===== src/rtl/flt2fix_pkg.sv =====
// Shared definitions for the float-to-fixed 8.8 sequencer.
//   seq_state_t      : sequencer FSM states
//   TIMEOUT_FILL     : result written when the converter never answers
//   DEFAULT_*_BASE   : default operand/result base addresses in data memory
package flt2fix_pkg;

  typedef enum logic [2:0] {
    IDLE,
    RD_LO,
    RD_HI,
    LAUNCH,
    CONV,
    WR_LO,
    WR_HI,
    DONE
  } seq_state_t;

  localparam logic [15:0] TIMEOUT_FILL     = 16'h8000;
  localparam int          DEFAULT_SRC_BASE = 4;
  localparam int          DEFAULT_DST_BASE = 6;

endpackage


===== src/rtl/flt2fix_edge.sv =====
// Falling-edge detector for the bench request line.
//   clk   : clock
//   reset : synchronous reset, active-low
//   start : raw request level
//   fall  : high for the cycle in which the registered start is 1 and the
//           current start is 0
module flt2fix_edge (
  input  logic clk,
  input  logic reset,
  input  logic start,
  output logic fall
);

  logic start_q;

  always_ff @(posedge clk) begin
    if (!reset) begin
      start_q <= 1'b0;
    end else begin
      start_q <= start;
    end
  end

  // Gated by reset so no trigger is reported while reset is held low.
  assign fall = reset && start_q && !start;

endmodule


===== src/rtl/flt2fix_seq.sv =====
// Sequencer for the float-to-fixed 8.8 datapath. On a falling edge of start
// it reads NUM_OPS half-precision operands from byte-wide data memory, hands
// each to the converter core, writes the 16-bit results back and pulses done.
//
// Ports:
//   clk, reset          : clock, synchronous active-low reset
//   start               : request; a job begins on its falling edge (IDLE only)
//   done                : one-cycle completion pulse
//   busy                : high from the first job cycle through the done cycle
//   err                 : 1 if any conversion in the batch timed out (valid with done)
//   mem_addr/rd/wr/wdata: data memory request side
//   mem_rdata           : data memory read data, valid the cycle after mem_rd
//   conv_start          : one-cycle launch pulse, conv_operand valid with it
//   conv_operand        : half-precision operand {hi, lo}
//   conv_result         : 8.8 result, taken when conv_valid is high in CONV
//   conv_valid          : converter completion
//
// Handshakes: mem_rd/mem_wr are single-cycle commands with mem_addr; read data
// returns one cycle later. conv_start launches one conversion; the first
// conv_valid seen while in CONV completes it, conv_valid at any other time is
// ignored.
module flt2fix_seq
  import flt2fix_pkg::*;
#(
  parameter int ADDR_W   = 8,
  parameter int SRC_BASE = DEFAULT_SRC_BASE,
  parameter int DST_BASE = DEFAULT_DST_BASE,
  parameter int NUM_OPS  = 1,
  parameter int TIMEOUT  = 32
) (
  input  logic              clk,
  input  logic              reset,
  input  logic              start,
  output logic              done,
  output logic              busy,
  output logic              err,
  output logic [ADDR_W-1:0] mem_addr,
  output logic              mem_rd,
  output logic              mem_wr,
  output logic [7:0]        mem_wdata,
  input  logic [7:0]        mem_rdata,
  output logic              conv_start,
  output logic [15:0]       conv_operand,
  input  logic [15:0]       conv_result,
  input  logic              conv_valid
);

  localparam int IDX_W = 7;
  localparam int TMR_W = (TIMEOUT > 1) ? $clog2(TIMEOUT) : 1;
  localparam logic [TMR_W-1:0] TMR_LAST = TMR_W'(TIMEOUT - 1);
  localparam logic [IDX_W-1:0] IDX_LAST = IDX_W'(NUM_OPS - 1);

  // Operand and result windows must not overlap, otherwise results would
  // overwrite operands that are still to be read.
  if ((SRC_BASE + 2 * NUM_OPS > DST_BASE) && (DST_BASE + 2 * NUM_OPS > SRC_BASE)) begin : g_overlap_chk
    $error("flt2fix_seq: source and destination windows overlap");
  end
  if (NUM_OPS < 1 || NUM_OPS > 64) begin : g_num_ops_chk
    $error("flt2fix_seq: NUM_OPS must be 1..64");
  end

  seq_state_t        state_q, state_d;
  logic [IDX_W-1:0]  idx_q;
  logic [TMR_W-1:0]  timer_q;
  logic [7:0]        lo_q, hi_q;
  logic [15:0]       result_q;
  logic              err_q;
  logic              trigger;
  logic              last_op;
  logic              timed_out;
  logic [ADDR_W-1:0] src_addr, dst_addr;

  flt2fix_edge u_edge (
    .clk   (clk),
    .reset (reset),
    .start (start),
    .fall  (trigger)
  );

  assign last_op   = (idx_q == IDX_LAST);
  assign timed_out = (timer_q == TMR_LAST);
  // Address arithmetic is ADDR_W wide and wraps naturally.
  assign src_addr  = ADDR_W'(SRC_BASE) + (ADDR_W'(idx_q) << 1);
  assign dst_addr  = ADDR_W'(DST_BASE) + (ADDR_W'(idx_q) << 1);

  always_ff @(posedge clk) begin
    if (!reset) begin
      state_q  <= IDLE;
      idx_q    <= '0;
      timer_q  <= '0;
      lo_q     <= '0;
      hi_q     <= '0;
      result_q <= '0;
      err_q    <= 1'b0;
    end else begin
      state_q <= state_d;
      unique case (state_q)
        IDLE: begin
          if (trigger) begin
            idx_q <= '0;
            err_q <= 1'b0;
          end
        end
        RD_HI:  lo_q <= mem_rdata;
        LAUNCH: begin
          hi_q    <= mem_rdata;
          timer_q <= '0;
        end
        CONV: begin
          if (conv_valid) begin
            result_q <= conv_result;
          end else if (timed_out) begin
            result_q <= TIMEOUT_FILL;
            err_q    <= 1'b1;
          end else begin
            timer_q <= timer_q + 1'b1;
          end
        end
        WR_HI: begin
          if (!last_op) idx_q <= idx_q + 1'b1;
        end
        default: ;
      endcase
    end
  end

  always_comb begin
    state_d      = state_q;
    done         = 1'b0;
    mem_rd       = 1'b0;
    mem_wr       = 1'b0;
    mem_addr     = '0;
    mem_wdata    = '0;
    conv_start   = 1'b0;
    conv_operand = '0;
    unique case (state_q)
      IDLE: begin
        if (trigger) state_d = RD_LO;
      end
      RD_LO: begin
        mem_rd   = 1'b1;
        mem_addr = src_addr;
        state_d  = RD_HI;
      end
      RD_HI: begin
        mem_rd   = 1'b1;
        mem_addr = src_addr + ADDR_W'(1);
        state_d  = LAUNCH;
      end
      LAUNCH: begin
        // The high byte arrives this cycle, so the operand is assembled
        // straight from mem_rdata rather than from hi_q.
        conv_start   = 1'b1;
        conv_operand = {mem_rdata, lo_q};
        state_d      = CONV;
      end
      CONV: begin
        conv_operand = {hi_q, lo_q};
        if (conv_valid || timed_out) state_d = WR_LO;
      end
      WR_LO: begin
        mem_wr    = 1'b1;
        mem_addr  = dst_addr;
        mem_wdata = result_q[7:0];
        state_d   = WR_HI;
      end
      WR_HI: begin
        mem_wr    = 1'b1;
        mem_addr  = dst_addr + ADDR_W'(1);
        mem_wdata = result_q[15:8];
        state_d   = last_op ? DONE : RD_LO;
      end
      DONE: begin
        done    = 1'b1;
        state_d = IDLE;
      end
      default: state_d = IDLE;
    endcase
  end

  assign busy = (state_q != IDLE);
  assign err  = err_q;

endmodule


===== config.mk =====
export PLATFORM = sky130hd
export DESIGN_NAME = flt2fix_seq
export DESIGN_NICKNAME = d
export VERILOG_FILES = /design/src/rtl/flt2fix_pkg.sv /design/src/rtl/flt2fix_edge.sv /design/src/rtl/flt2fix_seq.sv
export SDC_FILE = /design/constraint.sdc
export NUM_CORES = 1
export LEC_CHECK = 0
export CAP_MARGIN = 5
export CELL_PAD_IN_SITES_DETAIL_PLACEMENT = 0
export CELL_PAD_IN_SITES_GLOBAL_PLACEMENT = 1
export CORE_MARGIN = 2
export CORE_UTILIZATION = 35
export DETAILED_ROUTE_END_ITERATION = 10
export PLACE_DENSITY = 0.85
export SYNTH_ARGS = -nofsm -noshare
export SYNTH_HDL_FRONTEND = slang
export SYNTH_SLANG_ARGS = --single-unit

===== constraint.sdc =====
create_clock -name clk -period 2 [get_ports clk]
set_input_delay 0.2 -clock clk [delete_from_list [all_inputs] [get_ports clk]]
set_output_delay 0.2 -clock clk [all_outputs]
set_load 0.005 [all_outputs]

== Word-level counts from Yosys, hierarchy flattened ==
Cells that the tools add are included.
Storage, ports and cells
  flip-flop bits (word level): 49
  bits of input ports: 28
  output and inout port bits: 38
  logic and storage cells: 69
Operators by class
  add/subtract/negate cells: 6
  equal/unequal tests: 14
  muxes and demuxes: 23
  reductions and logical operators: 18
Operators by type and width (number)
  $mux 16: 2
  $pmux 16 s2: 1
  $pmux 8 s4: 1
  $pmux 3 s8: 1
  $add 3x8->8 const A: 2
  $add 8x1->8 const B: 2
  $pmux 8 s2: 1
  $mux 7: 2
  $pmux 7 s2: 1
  $eq 3x3->1 const B: 4
  $ne 2x2->1 const B: 6
  $mux 5: 2
  $pmux 5 s2: 1
  $mux 3: 3
  $reduce_bool 2->1: 4
  $add 7x1->7 const B: 1
  $logic_not 7->1: 1
  $mux 1: 7
  $eq 3x2->1 const B: 2
  $reduce_and 3->1: 2
  $add 5x1->5 const B: 1
  $eq 5x5->1 const B: 1
  $reduce_and 2->1: 2
  $reduce_and 4->1: 1
  other kinds (8): 10

== Longest topological paths before layout ==
  word-level depth: 4
  mapped depth: 7
  mapped depth without buffers: 7

== Hierarchy ==
From an unflattened synthesis, not the netlist that was laid out.
Unflattened totals
  cell total of the unflattened synthesis: 303
  area, all modules: 2542.4 um2
Modules (own cells, without submodules)
  flt2fix_seq: instances 1, cells each 300, area an instance 2506.2 um2, seq. area each 960.9 um2
  flt2fix_edge: instances 1, cells each 3, area an instance 36.3 um2, seq. area each 20.0 um2

== Least setup slack after synthesis ==
OpenSTA, ideal clock, no wires.
  kind: reg2reg
  from: register timer_q[0]
  to: register result_q[0]
  setup time: 65 ps
  data arrival time: 1669 ps
  required time: 1935 ps
  setup slack: 266 ps
  stages on the path, launching flop included: 8
  path through: dfxtp_1 ha_1 and3_1 ha_1 o21ai_1 clkbuf_1 a22oi_1 nor2_1
On the way
  longest elaborated chain between the ends: 3
Ends and longest elaborated chain
  from (decl): line flt2fix_seq.sv:64  | logic [TMR_W-1:0] timer_q;
  from (signal assigned): line flt2fix_seq.sv:116  | timer_q <= timer_q + 1'b1;
  $eq 5x5->1: line flt2fix_seq.sv:81  | assign timed_out = (timer_q == TMR_LAST);
  $reduce_bool 2->1 (no line)
  $reduce_and 2->1 (no line)
  to (signal assigned): line flt2fix_seq.sv:111  | result_q <= conv_result;
  to (decl): line flt2fix_seq.sv:66  | logic [15:0] result_q;
Every way passes these cells.
A chain may end at the register's enable or synchronous reset.

== Final worst setup path ==
  from: register state_q[1]
  to: register idx_q[5]
On the way
  longest elaborated chain between the ends: 3
Ends and longest elaborated chain
  from (decl): line flt2fix_seq.sv:62  | seq_state_t state_q, state_d;
  from (signal assigned): line flt2fix_seq.sv:96  | state_q <= state_d;
  $eq 3x3->1 or $logic_not 3->1 (tied branches): line flt2fix_seq.sv:97  | unique case (state_q)
  $ne 2x2->1 (no line) or $reduce_bool 2->1 (tied branches)
  $reduce_and 3->1 (no line)
  to (signal assigned): line flt2fix_seq.sv:120  | if (!last_op) idx_q <= idx_q + 1'b1;
  to (decl): line flt2fix_seq.sv:63  | logic [IDX_W-1:0] idx_q;
Several ways; a longest one is shown, not always the timed one.

==> parameters.txt <==
Parameter                              Value

Outcome
  Status    complete, no violations

Detailed routing
  Per-cell routed wire length    around 14 um
  First-pass iteration count of the detailed router    4
  Final Routed Wirelength    roughly 6.4 mm
  Vias per cell    5.09
  Routed length on met1    2.92 mm
  WL met2    3.17 mm
  Number of routed nets with antenna violations    0
  Top Metal Used    met4
  Total via count after detailed routing    2347
  DRC violations left    0
  Initial DRC Count    86
  Met3 layer wire length in the routed design    roughly 230 um

STA
  Fraction of the cycle the final worst path needs    98.2%
  Setup repair after global routing missed its margin    true
  Actual slew at the worst max-slew pin    0.357 ns
  Largest clock skew in the final design    between 0.01 and 0.015 ns
  Minimum clock period after layout    1.96 ns
  Worst-case setup margin in the final layout    0.0358 ns
  Max-slew violation total from the final report    0
  Sum of negative setup slack    0 ns
  Remaining max-slew budget at the tightest pin    between 70% and 80%
  Number of setup violations in the final report    0
  Max Freq    0.509 GHz
  Final Hold Fails    0

Pwr
  Fraction of power consumed by the clock network    30.2%
  Power Dens Cells    598 nW/um2
  Switching power summed over all nets    0.565 mW
  Share of total power in sequential cells    49.4%
  Overall power after layout    2.09 mW
  Cell internal pwr    1.53 mW
  Total leakage power    around 1.6 nW
  Switch share    27.0%
  Maximum vdd ir drop    between 0.3 and 0.4 mV
  Comb pwr share    20.4%

Yosys
  Seq cells post-synth    around 50
  Register area share after synthesis    40.8%
  Post-synth ARST share    0%
  Multiplexer share of the synthesized area    around 4.2%
  Share of synthesized cell area in full adder, half adder and majority cells    3.12%
  Mean post-synth cell area    8.23 um2
  Yosys warns    0
  Post-Synth Simple-Gate Area    between 20% and 30%
  Fraction of the mapped netlist area in compound gates    17.5%
  Syn_nets    326
  XOR/XNOR Fraction of Synth Area    2.55%
  Number of enable flip-flop cells after synthesis    0
  Predominant post-synthesis flop cell    dfxtp_1
  Number of cells produced by synthesis    292
  Largest family of logic cells by synthesized area    simple AND/OR/NAND/NOR gates
  Cell area after synthesis    2400 um2
  Distinct cells, synth    46

Layout
  Area used by multi-input combinational logic    1350 um2
  Layout filler cell count    654
  Final cell count without fillers    between 400 and 500
  Sequential Area    995 um2
  Area grow syn2layout    45.7%
  Final Net Count    414
  Antenna cells    0
  Layout cell share with drive strength beyond 1    about 18%

Job
  MaxCap Viol Count    0

Global route
  Antenna violations before repair    0
  Global-route congestion overflow total    0
  Global-route usage over all layers    17.1%
  Vias in the first global route    2314
  Largest net degree at the start of global routing    40
  First-pass GRT wire length    10.4 mm

Floorplanning
  Overall die area    7550 um2
  Core region area    between 6000 and 7000 um2
  # IOs    66
  Effective utilization at floorplan    35.8%
  Horiz. Die Dim    ~87 um
  Height of the die    86.9 um
  Floorplan row count    30

Clock network
  Hold bufs inserted after CTS    0
  Clock sink count    49
  Clock network latency to the later pin of the worst-skew pair    0.31 ns
  CTS Buf Count    5
  Number of buffers on the longest clock path    2
  Post-CTS clock slew at the launch and capture registers of the worst setup and hold paths    0.10 ns
  Total number of H-tree levels    2
  CTS tree    done
  CTS root buffer    clkbuf_8

Setup path
  Crit start category    register
  Most used cell, CP    buf_4
  Endpoint class of the critical path    register
  Arr. time, crit path    2.15 ns
  Critical Path RT    about 2.2 ns
  Slowest-stage cell, CP    a221o_2
  Setup Crit Path Kind    reg2reg
  Cell family contributing the most delay on the critical path    simple AND/OR/NAND/NOR gates
  Max incr delay on CP    0.42 ns
  CP Buf/Inv Count    2
  Max Fanout on Critical Path    5
  Cell-by-cell trace of the critical path    buf_4 -> buf_4 -> or3_4 -> nand2b_4 -> and3_1 -> a221o_2
  R2r startpoint    state_q[1]$_SDFFE_PN0P_
  Start point of the critical path    state_q[1]$_SDFFE_PN0P_

Hold path
  Start point of the worst min-delay path    hi_q[5]$_SDFFE_PN0N_
  Type of the worst min-delay path    reg2reg

Placement
  Detailed placement HPWL    4.45 mm
  Final estimated routing congestion in global placement    0.828
  Pre-CTS worst setup slack    -0.0119 ns
  Number of instances in the placed design    445
  Count of buffers inserted at the top-level ports    65
-- metrics by stage --
stage | area (um2) | hold slack (ns) | utilization, %
after floorplan | 2400 | 0.327 | -
after global placement | 3290 | 0.443 | 49.0
after detailed placement | 3290 | 0.453 | 49.0
after CTS | 3450 | 0.460 | 51.3
after global routing | 3500 | 0.474 | 52.1
final | 3500 | 0.468 | 52.1
-- layout make-up --
cell class / instances / share of cell area [%]
Clock buffer: 6 / 2.36
Clock inverter: 2 / 0.500
Inverter: 7 / 0.751
Multi-Input combinational cell: 215 / 38.6
Sequential cell: 49 / 28.4
Tap cell: 80 / 2.86
Timing Repair Buffer: 102 / 26.5
-- power groups by stage --
stage | logic (mW) | registers [mW] | clock network, mW
floorplan | 0.201 | 1.04 | 0
finish | 0.427 | 1.03 | 0.633
global placement | 0.386 | 1.05 | 0
CTS | 0.416 | 1.04 | 0.654
global route | 0.462 | 1.04 | 0.708
detailed placement | 0.389 | 1.05 | 0
-- metal layers --
layer / global-route usage, % / vias up
met5: 0 / -
met4: 6.25 / 0
met3: 2.84 / 5
met2: 30.3 / 45
met1: 20.6 / 1117
li1: - / 1180
-- synthesized netlist by cell type, types with 2 or more instances --
cell,number,area [um2]
and3_1,5,31.3
o21ai_0,4,20.0
ha_1,6,75.1
dfxtp_1,49,981
nand3b_1,2,15.0
nor2_1,42,158
nor2b_1,13,81.3
o2111ai_1,2,17.5
nand2_1,39,146
nor3_1,2,10.0
buf_2,7,35.0
nand4_1,4,25.0
a21oi_1,16,80.1
xor2_1,3,26.3
xnor2_1,4,35.0
a211oi_1,2,15.0
or3_1,2,12.5
clkbuf_1,12,45.0
and2_1,12,75.1
mux2i_1,9,90.1
nand3_1,4,20.0
a22oi_1,23,173
inv_1,7,26.3
-- worst min-delay path, stage by stage (launching register included) --
cell	delay, ns
dfxtp_1	0.32
nand2_1	0.05
a21oi_1	0.05
-- sequential cells by signal, indices dropped and copies added, names as in the netlist --
| register | cells |
|---|---|
| state_q | 3 |
| lo_q | 8 |
| hi_q | 8 |
| timer_q | 5 |
| idx_q | 7 |
| u_edge.start_q | 1 |
| result_q | 16 |
| err | 1 |
-- final timing paths --
path | to | slack (ns) | cells past startpoint
worst min-delay path | hi_q[5]$_SDFFE_PN0N_ | 0.47 | 2
worst max register to register | idx_q[5]$_SDFFE_PN0P_ | 0.04 | 6
worst min register to register | hi_q[5]$_SDFFE_PN0N_ | 0.47 | 2
worst max-delay path | idx_q[5]$_SDFFE_PN0P_ | 0.04 | 6
-- repair_timing --
item                       CTS  global route
gates cloned                 2             0
setup endpoints to repair   33            17
setup buffers                3             3
gates resized for setup     43            17
pin swaps                    4             1
-- logic make-up after synthesis --
group,Yosys count
DFF,49
adders and majority gates,6
xor gates and xnor gates,7
and+or+nand+nor,132
AOI/OAI and AO/OA,60
buffers and inverters,28
muxes,10
-- layout by cell type (no fill, tap or decap), drive strengths merged, types with 2 or more instances in the layout --
master,n
a211oi,2
a21oi,16
a22oi,23
and2,12
and3,5
buf,37
clkbuf,9
clkdlybuf4s50,36
dfxtp,49
dlygate4sd2,18
dlymetal6s2s,8
ha,6
inv,8
mux2i,9
nand2,39
nand2b,2
nand3,4
nand3b,2
nand4,4
nor2,42
nor2b,13
nor3,2
o2111ai,2
o21ai,5
or3,3
xnor2,4
xor2,3
Note: power is estimated with default switching activity, not from simulation.
